==> src/rtl/bip2_control.sv <==
// bip2_control: multicycle control unit for the BIP-2 datapath.
// Fetches 16-bit instructions from combinational program ROM, decodes them and
// drives accumulator/RAM write strobes, operand/ALU selects, the STATUS flags
// and the program counter. Every instruction takes three clocks.
//
// state    | meaning
// ---------+----------------------------------------------------------------
// S_FETCH  | IR captures rom_data_i at pc_o; all strobes low
// S_DECODE | IR fields and selects valid; synchronous RAM read completes
// S_EXEC   | one-cycle WrAcc/WrRam strobe; flags and PC update on leaving
// S_HALT   | absorbing after HLT; pc_o frozen, strobes low, halted_o high

module bip2_control #(
    parameter int MSB_ROM = 11,
    parameter int LSB     = 0,
    parameter int OPC_W   = 5
) (
    input  logic                         clock_i,
    input  logic                         reset_n_i,
    input  logic [OPC_W+MSB_ROM-1:LSB]   rom_data_i,
    input  logic [MSB_ROM-1:LSB]         alu_result_i,
    output logic [MSB_ROM-1:LSB]         pc_o,
    output logic [MSB_ROM-1:LSB]         ram_addr_o,
    output logic [MSB_ROM-1:LSB]         operand_o,
    output logic                         WrAcc,
    output logic                         WrRam,
    output logic [1:0]                   SelA,
    output logic                         SelB,
    output logic                         Op,
    output logic                         flag_z_o,
    output logic                         flag_n_o,
    output logic                         halted_o
);

    localparam int IW = OPC_W + MSB_ROM;

    localparam logic [OPC_W-1:0] OP_HLT  = 5'b00000;
    localparam logic [OPC_W-1:0] OP_STO  = 5'b00001;
    localparam logic [OPC_W-1:0] OP_LD   = 5'b00010;
    localparam logic [OPC_W-1:0] OP_LDI  = 5'b00011;
    localparam logic [OPC_W-1:0] OP_ADD  = 5'b00100;
    localparam logic [OPC_W-1:0] OP_ADDI = 5'b00101;
    localparam logic [OPC_W-1:0] OP_SUB  = 5'b00110;
    localparam logic [OPC_W-1:0] OP_SUBI = 5'b00111;
    localparam logic [OPC_W-1:0] OP_BEQ  = 5'b01000;
    localparam logic [OPC_W-1:0] OP_BNE  = 5'b01001;
    localparam logic [OPC_W-1:0] OP_BGT  = 5'b01010;
    localparam logic [OPC_W-1:0] OP_BGE  = 5'b01011;
    localparam logic [OPC_W-1:0] OP_BLT  = 5'b01100;
    localparam logic [OPC_W-1:0] OP_BLE  = 5'b01101;
    localparam logic [OPC_W-1:0] OP_JMP  = 5'b01110;

    localparam logic [1:0] SEL_A_RAM = 2'd0;
    localparam logic [1:0] SEL_A_IMM = 2'd1;
    localparam logic [1:0] SEL_A_ALU = 2'd2;

    localparam logic [MSB_ROM-1:0] PC_ONE = {{(MSB_ROM-1){1'b0}}, 1'b1};

    typedef enum logic [1:0] {
        S_FETCH  = 2'd0,
        S_DECODE = 2'd1,
        S_EXEC   = 2'd2,
        S_HALT   = 2'd3
    } state_t;

    state_t               state, state_next;
    logic [IW-1:0]        ir, ir_next;
    logic [MSB_ROM-1:0]   pc, pc_next;
    logic                 flag_z, flag_z_next;
    logic                 flag_n, flag_n_next;

    logic [OPC_W-1:0]     opcode;
    logic [MSB_ROM-1:0]   operand;

    logic                 dec_acc_wr;
    logic                 dec_ram_wr;
    logic                 dec_arith;
    logic                 dec_hlt;
    logic                 dec_taken;
    logic [1:0]           dec_sel_a;
    logic                 dec_sel_b;
    logic                 dec_op;

    assign opcode  = ir[IW-1:MSB_ROM];
    assign operand = ir[MSB_ROM-1:0];

    // Instruction decode from IR: strobe classes, selects and branch decision.
    always_comb begin
        dec_acc_wr = 1'b0;
        dec_ram_wr = 1'b0;
        dec_arith  = 1'b0;
        dec_hlt    = 1'b0;
        dec_taken  = 1'b0;
        dec_sel_a  = SEL_A_RAM;
        dec_sel_b  = 1'b0;
        dec_op     = 1'b0;
        unique case (opcode)
            OP_HLT:  dec_hlt = 1'b1;
            OP_STO:  dec_ram_wr = 1'b1;
            OP_LD: begin
                dec_acc_wr = 1'b1;
                dec_sel_a  = SEL_A_RAM;
            end
            OP_LDI: begin
                dec_acc_wr = 1'b1;
                dec_sel_a  = SEL_A_IMM;
            end
            OP_ADD, OP_ADDI, OP_SUB, OP_SUBI: begin
                dec_acc_wr = 1'b1;
                dec_arith  = 1'b1;
                dec_sel_a  = SEL_A_ALU;
                // Bit 0 of the opcode distinguishes the immediate form,
                // bit 1 distinguishes subtract.
                dec_sel_b  = opcode[0];
                dec_op     = opcode[1];
            end
            OP_BEQ:  dec_taken = flag_z;
            OP_BNE:  dec_taken = !flag_z;
            OP_BGT:  dec_taken = !flag_z && !flag_n;
            OP_BGE:  dec_taken = !flag_n;
            OP_BLT:  dec_taken = flag_n;
            OP_BLE:  dec_taken = flag_n || flag_z;
            OP_JMP:  dec_taken = 1'b1;
            default: ;
        endcase
    end

    // Next-state, register-next values and control outputs.
    always_comb begin
        state_next  = state;
        ir_next     = ir;
        pc_next     = pc;
        flag_z_next = flag_z;
        flag_n_next = flag_n;
        WrAcc       = 1'b0;
        WrRam       = 1'b0;
        SelA        = SEL_A_RAM;
        SelB        = 1'b0;
        Op          = 1'b0;
        halted_o    = 1'b0;
        case (state)
            S_FETCH: begin
                ir_next    = rom_data_i;
                state_next = S_DECODE;
            end
            S_DECODE: begin
                SelA       = dec_sel_a;
                SelB       = dec_sel_b;
                Op         = dec_op;
                state_next = S_EXEC;
            end
            S_EXEC: begin
                SelA  = dec_sel_a;
                SelB  = dec_sel_b;
                Op    = dec_op;
                WrAcc = dec_acc_wr;
                WrRam = dec_ram_wr;
                if (dec_arith) begin
                    flag_z_next = (alu_result_i == '0);
                    flag_n_next = alu_result_i[MSB_ROM-1];
                end
                if (dec_hlt) begin
                    state_next = S_HALT;
                end else begin
                    pc_next    = dec_taken ? operand : pc + PC_ONE;
                    state_next = S_FETCH;
                end
            end
            S_HALT: begin
                halted_o = 1'b1;
            end
            default: state_next = S_FETCH;
        endcase
    end

    // State, instruction, PC and STATUS registers.
    always_ff @(posedge clock_i or negedge reset_n_i) begin
        if (!reset_n_i) begin
            state  <= S_FETCH;
            ir     <= '0;
            pc     <= '0;
            flag_z <= 1'b0;
            flag_n <= 1'b0;
        end else begin
            state  <= state_next;
            ir     <= ir_next;
            pc     <= pc_next;
            flag_z <= flag_z_next;
            flag_n <= flag_n_next;
        end
    end

    assign pc_o       = pc;
    assign ram_addr_o = operand;
    assign operand_o  = operand;
    assign flag_z_o   = flag_z;
    assign flag_n_o   = flag_n;

endmodule
==> config.mk <==
export PLATFORM = sky130hd
export DESIGN_NAME = bip2_control
export DESIGN_NICKNAME = d
export VERILOG_FILES = /design/src/rtl/bip2_control.sv
export SDC_FILE = /design/constraint.sdc
export NUM_CORES = 1
export LEC_CHECK = 0
export CAP_MARGIN = 25
export CORE_ASPECT_RATIO = 0.8
export CORE_MARGIN = 1
export CORE_UTILIZATION = 40
export CTS_CLUSTER_DIAMETER = 30
export DETAILED_ROUTE_END_ITERATION = 12
export PLACE_DENSITY = 0.76
export SLEW_MARGIN = 20
export SYNTH_ARGS = -nofsm -noshare
export SYNTH_HDL_FRONTEND = slang
export SYNTH_SLANG_ARGS = --single-unit
==> constraint.sdc <==
create_clock -name clock_i -period 1.6 [get_ports clock_i]
set_input_delay 0.24 -clock clock_i [delete_from_list [all_inputs] [get_ports clock_i]]
set_output_delay 0.24 -clock clock_i [all_outputs]
set_load 0.1 [all_outputs]
* Word-level counts from Yosys, hierarchy flattened
Cells that the tools add are included.
Widths: inputs -> output; s select.
** Operators by class
- Add/sub/neg operators :: 1
- Equality and inequality tests :: 17
- Multiplexer cells :: 17
- Bitwise logic cells :: 1
- Reduce and logical (&&, ||, !) cells :: 13
** Operators by type and width (number)
- $eq 5x4->1 const B :: 7
- $eq 5x3->1 const B :: 4
- $add 11x1->11 const B :: 1
- $logic_not 11->1 :: 1
- $mux 1 :: 11
- $mux 11 :: 1
- $eq 5x2->1 const B :: 2
- $pmux 1 s7 :: 1
- $pmux 2 s3 :: 1
- $reduce_or 6->1 :: 1
- $eq 5x1->1 const B :: 1
- $logic_not 5->1 :: 1
- $eq 2x2->1 const B :: 2
- $mux 2 :: 2
- $pmux 2 s2 :: 1
- $reduce_and 2->1 :: 2
- $reduce_or 4->1 :: 1
- $reduce_bool 3->1 :: 1
- $eq 2x1->1 const B :: 1
- $logic_not 1->1 :: 2
- $logic_not 2->1 :: 1
- $reduce_or 2->1 :: 1
- $logic_and 1x1->1 :: 1
- $logic_or 1x1->1 :: 1
- $not 1->1 :: 1
** Storage, ports and cells
- Register bits :: 31
- Input bits :: 29
- Output and inout bits :: 42
- Word-level logic and storage cells :: 54

* Longest topological paths before layout
Gate-level depths: netlist of the first run.
- Depth in word-level cells :: 4
- Gate-level depth with buffers :: 7
- Gate-level depth less buffers :: 6

* Worst setup path before layout of the first run
Ideal clock, no wire load.
- Path type :: reg2out
- Start point :: register state[0]
- End point :: output WrAcc
- Data arrival time :: 3.736 ns
- Data required time :: 1.360 ns
- Path slack :: -2.376 ns
- Cell stages (with the launch flop) :: 5
- Buffers on the path :: 0
- Cells stage by stage :: dfrtp_1 > inv_1 > ha_1 > inv_1 > nor4_1
** Between the ends
- Word-level cells in the longest chain between the ends :: 2
** Ends and longest elaborated chain
- start: declaration :: line 66 : state_t state, state_next;
- start signal: assignment :: line 185 : state <= state_next;
- $eq 2x2->1 :: line 141 : case (state)
- $mux 1 :: line 141
- end: declaration :: line 25 : output logic WrAcc,
No other way between the ends.

* Worst setup path in the final report of the first run
- Start point :: register ir[13]
- End point :: register pc[10] (netlist: pc_o[10])
** Between the ends
- Word-level cells in the longest chain between the ends :: 4
- Elaborated cells between the ends (all ways) :: 13
- Classes of those cells :: 7 x eq/ne; 3 x mux; 1 x bitwise; 2 x reduce/logical
** Ends and longest elaborated chain
- start: declaration :: line 67 : logic [IW-1:0] ir, ir_next;
- start signal: assignment :: line 186 : ir <= ir_next;
- parallel branches: the longest is 4 deep, another holds $mux 11
- end signal: assignment :: line 187 : pc <= pc_next;
- end: declaration :: line 68 : logic [MSB_ROM-1:0] pc, pc_next;
Several ways; the timed one is not identified.
A chain may end at the register's enable or synchronous reset.

==> run metrics, run 1 <==
run status finished with violations; failing checks negative setup slack; register area share after synthesis 40.3%; Yosys reg bits 31; post-cts hold buffer count 0; Syn Area/Cell 10.2 sq um; synth warn 0; CP top delay family compound AO/OA/AOI/OAI gates; drc violations 0; Slew Limit Fails 0; die area just over 5000 sq um; CTS H-Tree Depth 2; Clock Sinks 31; routability cong. between 0.8 and 0.9; CTS buffer count 5; Clock Root Buffer clkbuf_8; P&R area growth vs syn 88.1%; critical path buffer and inverter count 1; CTS tree done; Post-Route WL around 6000 um; wire length on met3 roughly 340 um; Die Ht 64.0 um; Crit. End Element flop; Crit path required time 1.77 ns; vias per std cell between 5 and 6; row cnt 22; largest buffer count on any clock path 2; most frequent cells in the layout buf_12, clkdlybuf4s50_1, buf_4, dfrtp_1, mux2_2; HPWL after DPL 3540 um; hold slack 0.350 ns; ant diodes 0; layout cells sized above 1 60.3%; kind of critical path flop to flop; CP cell instances buf_6 > or4_4 > o21ai_4 > o31a_2 > o21a_1 > a211oi_2; worst setup margin -0.250 ns; total gr overflow 0; count of final setup violators 19; M1 WL around 2500 um; starting density of the core 41.9%; worst hold path class input port to asynchronous set/reset pin; Worst setup SP type flop; Top Layer Used met4; Worst Path Arrival 2.02 ns; Synth Net Count roughly 220; 1st-iter DRT viols 70; CP peak stage delay ~0.5 ns; RSZ-0062 raised after global routing yes; pin count of the biggest net entering global routing 32; post-synth cell types 39; Final period util 116%; Worst Tran Pin Value about 0.42 ns; Post-DRT Antenna Nets 0; post-route clock skew between 0.006 and 0.007 ns; first-pass GRT wire length 9320 um; clock slew at reported path FFs 0.07 ns; I/O Pins 71; core area 4600 sq um; via count 1816; port buffer count 70; die width 79.5 um; min Tclk post-route 1.85 ns; DR WL/cell 17.8 um; max_cap viols 0; Slew Limit Headroom 71.8%; drt pass-1 iters 4; Max stage delay cell, worst path or4_4; Nets 311; clock latency on the worst-skew pair 0.29 ns; vias in the first global route 1847; Cell Area, Synth 1920 sq um; All-Layer GR Usage 24.8%; cell count after synthesis 188; crit path max fanout 5; most common cell after layout, fill and taps aside buf_12; initial antenna violation count 0; fmax 541 MHz; routed length on met2 slightly below 3000 um; final hold vios 0
-- cells in the mapped netlist, drive strengths merged --
| cell | instances | area share, % |
|---|---|---|
| a211oi | 1 | 0.65 |
| o211ai | 2 | 1.3 |
| a221oi | 1 | 0.46 |
| nand3 | 9 | 2.3 |
| nand2 | 17 | 3.4 |
| nor3 | 5 | 1.3 |
| or2 | 1 | 0.33 |
| mux2 | 15 | 8.8 |
| o21ai | 7 | 2.4 |
| a31oi | 2 | 0.65 |
| nand4 | 3 | 0.98 |
| or4 | 1 | 0.59 |
| or2b | 1 | 0.39 |
| nor4 | 4 | 1.3 |
| and2 | 2 | 0.72 |
| buf | 29 | 12 |
| clkbuf | 2 | 0.39 |
| nor2 | 10 | 2.1 |
| o21a | 1 | 0.39 |
| and2b | 1 | 0.39 |
| a21oi | 8 | 2.5 |
| ha | 6 | 3.9 |
| and4 | 1 | 0.46 |
| o31a | 1 | 0.52 |
| o22ai | 1 | 0.33 |
| dfrtp | 31 | 40 |
| and4bb | 1 | 0.65 |
| inv | 6 | 1.2 |
| and3 | 2 | 0.65 |
| a2bb2oi | 7 | 3.2 |
| a311oi | 1 | 0.46 |
| mux2i | 9 | 4.7 |
-- path summary, 6_finish.rpt --
check	to	slack [ns]	from	depth (start not counted)
max in group asynchronous	pc_o[7]$_DFFE_PN0P_	0.91	reset_n_i	2
hold reg to reg	pc_o[4]$_DFFE_PN0P_	0.60	pc_o[4]$_DFFE_PN0P_	1
setup reg to reg	pc_o[10]$_DFFE_PN0P_	-0.25	ir[13]$_DFFE_PN0N_	6
hold / removal	pc_o[2]$_DFFE_PN0P_	0.35	reset_n_i	2
min in group clock_i	ir[1]$_DFFE_PN0N_	0.56	rom_data_i[1]	2
setup / recovery	pc_o[10]$_DFFE_PN0P_	-0.25	ir[13]$_DFFE_PN0N_	6
-- stage by stage --
stage,area (sq um),setup slack (ns),utilization [%],setup TNS (ns),instances
after floorplan,2060,-0.447,-,-2.51,188
after global placement,3210,-0.0478,69.9,-0.438,312
after detailed placement,3210,-0.138,69.9,-0.919,312
after CTS,3530,-0.175,76.8,-2.59,332
after global routing,3620,-0.290,78.7,-4.54,337
final,3620,-0.250,78.7,-3.59,337
-- layer usage --
layer	vias to the layer above	track usage, %
met1	901	30.5
met5	-	0
met4	0	11.1
met3	18	7.00
li1	825	-
met2	72	40.1
-- registers in the layout, summed over array words and instances (netlist names) --
signal,flops
state,2
flag_n_o,1
flag_z_o,1
ir,16
pc_o,11
-- cell type report --
type                            count  area, sq um
Sequential cell                    31          811
Clock inverter                      2         35.0
Inverter                            6         25.0
Timing Repair Buffer              112         1510
Tap cell                           60         75.1
Fill cell                         212          977
Multi-Input combinational cell    120         1080
Clock buffer                        6         82.6
-- logic make-up after synthesis --
| logic type | synth area share [%] |
|---|---|
| AND/OR/NAND/NOR | 15.6 |
| buffers and inverters | 13.9 |
| AO/OA/AOI/OAI | 12.8 |
| flip-flops | 40.3 |
| multiplexers | 13.5 |
| adder cells (fa/ha/maj) | 3.90 |
-- what timing repair did --
action | 4_1_cts | 5_1_grt
setup buffers | 12 | 5
resized for setup | 30 | 10
pin swaps | 7 | 6
setup endpoints to repair | 18 | 21
Power of run 1 is left out: the tool's default activity adds up to more than one toggle a clock period on the data nets, which glitch-free logic cannot reach.
==> inputs of run 2 (changes only) <==
--- a/config.mk
+++ b/config.mk
@@ -6,10 +6,11 @@
 export NUM_CORES = 1
 export LEC_CHECK = 0
 export CAP_MARGIN = 25
-export CORE_ASPECT_RATIO = 0.8
+export CORE_ASPECT_RATIO = 0.9
 export CORE_MARGIN = 1
 export CORE_UTILIZATION = 40
 export CTS_CLUSTER_DIAMETER = 30
+export CTS_CLUSTER_SIZE = 24
 export DETAILED_ROUTE_END_ITERATION = 12
 export PLACE_DENSITY = 0.76
 export SLEW_MARGIN = 20
==> run 2 against run 1 <==
Compared with the run above: non-clock buffer count shrank 2; flip-flop and latch count unchanged; first-iteration DRC count grew 81%; the flow still finishes with violations (negative setup slack); core utilization shrank 0.45 points.
==> run metrics, run 2 (same netlist as run 1, synthesis figures left out) <==
drc violations 0; DR WL/cell 17.8 um; Clock Root Buffer clkbuf_8; setup_tns -3.24 ns; CP peak stage delay 0.49 ns; Nets 309; max_cap viols 0; routability cong. 0.766; Clock Sinks 31; final hold vios 0; RSZ-0062 raised after global routing yes; most frequent cells in the layout buf_12, clkdlybuf4s50_1, buf_4, dfrtp_1; critical path buffer and inverter count 3; Worst setup SP type flop; pin count of the biggest net entering global routing 32; Crit path required time 1.75 ns; run status finished with violations; Final period util 118%; HPWL after DPL around 3700 um; fill cell count 265; CTS tree done; Finished Core Util 78.3%; initial antenna violation count 0; CP cell instances buf_4 > nor2_2 > o22ai_2 > o211ai_2 > buf_4 > clkbuf_16 > mux2i_1 > a2bb2oi_1; Die Ht 67.8 um; total gr overflow 0; port buffer count 70; via count 1776; crit path max fanout 5; Post-DRT Antenna Nets 0; Worst path most repeated cell buf_4; I/O Pins 71; CP top delay family flip-flops; Slew Limit Headroom 68.8%; Max stage delay cell, worst path dfrtp_4; hold slack 0.360 ns; RR Startpoint flag_z_o$_DFFE_PN0P_; P&R area growth vs syn 85.0%; most common cell after layout, fill and taps aside buf_12; fmax 530 MHz; core area between 4000 and 5000 sq um; die area 5090 sq um; Post-Route WL 6010 um; first-pass GRT wire length 8470 um; worst setup path startpoint flag_z_o$_DFFE_PN0P_; drt pass-1 iters 4; 1st-iter DRT viols 127; Biggest register ir; failing checks negative setup slack; kind of critical path flop to flop; post-cts hold buffer count 0; post-route clock skew 0.00791 ns; Crit. End Element flop; clock slew at reported path FFs 0.07 ns; clock latency on the worst-skew pair 0.28 ns; Storage cell area 810 sq um; worst hold path class input port to asynchronous set/reset pin; Slew Limit Fails 0; worst setup margin -0.286 ns; ant diodes 0; All-Layer GR Usage 22.5%; largest buffer count on any clock path 2; starting density of the core about 42%; CTS H-Tree Depth 2; layout cells sized above 1 56.0%; min Tclk post-route 1.89 ns; Worst Tran Pin Value 0.466 ns; die width 75.1 um; Worst Path Arrival 2.04 ns; vias per std cell 5.27; vias in the first global route 1749; CTS buffer count 5; row cnt 23; multi-input logic area 1050 sq um; max reg flops 16; count of final setup violators 17
==> run 2: changes by cell type in the layout (fill, tap and decap cells not counted), sizes merged <==
cell / change
buf: -3
bufinv: -1
clkbuf: +2
==> run 2: stage by stage <==
stage	setup slack, ns	std cells	cell area, sq um
final	-0.286	337	3560
after CTS	-0.178	328	3410
after global placement	-0.0607	312	3200
after global routing	-0.355	337	3560
after floorplan	-0.447	188	2060
after detailed placement	-0.126	312	3200
==> run 2: cell type report <==
| cell class | count | share of cell area (%) |
|---|---|---|
| clock buffer | 7 | 2.14 |
| timing repair buffer | 110 | 42.5 |
| sequential | 31 | 22.7 |
| tap | 62 | 2.18 |
| inverter | 6 | 0.703 |
| multi-input combinational | 120 | 29.6 |
| clock inverter | 1 | 0.141 |
==> run 2: worst paths after layout <==
| check | slack [ns] | cells after the start | end |
|---|---|---|---|
| min in group clock_i | 0.53 | 3 | ir[11]$_DFFE_PN0N_ |
| setup / recovery | -0.29 | 8 | pc_o[9]$_DFFE_PN0P_ |
| max in group asynchronous | 0.90 | 2 | pc_o[1]$_DFFE_PN0P_ |
| setup reg to reg | -0.29 | 8 | pc_o[9]$_DFFE_PN0P_ |
| hold / removal | 0.36 | 2 | pc_o[9]$_DFFE_PN0P_ |
| hold reg to reg | 0.63 | 2 | state[0]$_DFFE_PN0P_ |
==> run 2: per-layer routing <==
metal  GRT usage, %  vias up  part of all wire (%)
met1           28.1      880                    41
met3           5.52       12                   5.1
met5              0        -                     0
met2           38.7       66                    52
met4           6.13        0                   1.8
li1               -      818                     -
==> run 2: worst register-to-register path, cell delays in order (launching register included) <==
cell and delay [ns]:
dfrtp_4 0.49, buf_4 0.16, nor2_2 0.10, o22ai_2 0.09, o211ai_2 0.24, buf_4 0.18
clkbuf_16 0.15, mux2i_1 0.23, a2bb2oi_1 0.11
==> run 2: timing repair <==
item | CTS | global route
gates cloned | 0 | 2
pin swaps | 10 | 8
setup buffers | 8 | 9
gates resized for setup | 16 | 18
setup endpoints to repair | 18 | 20
Power of run 2 is left out for the same reason.
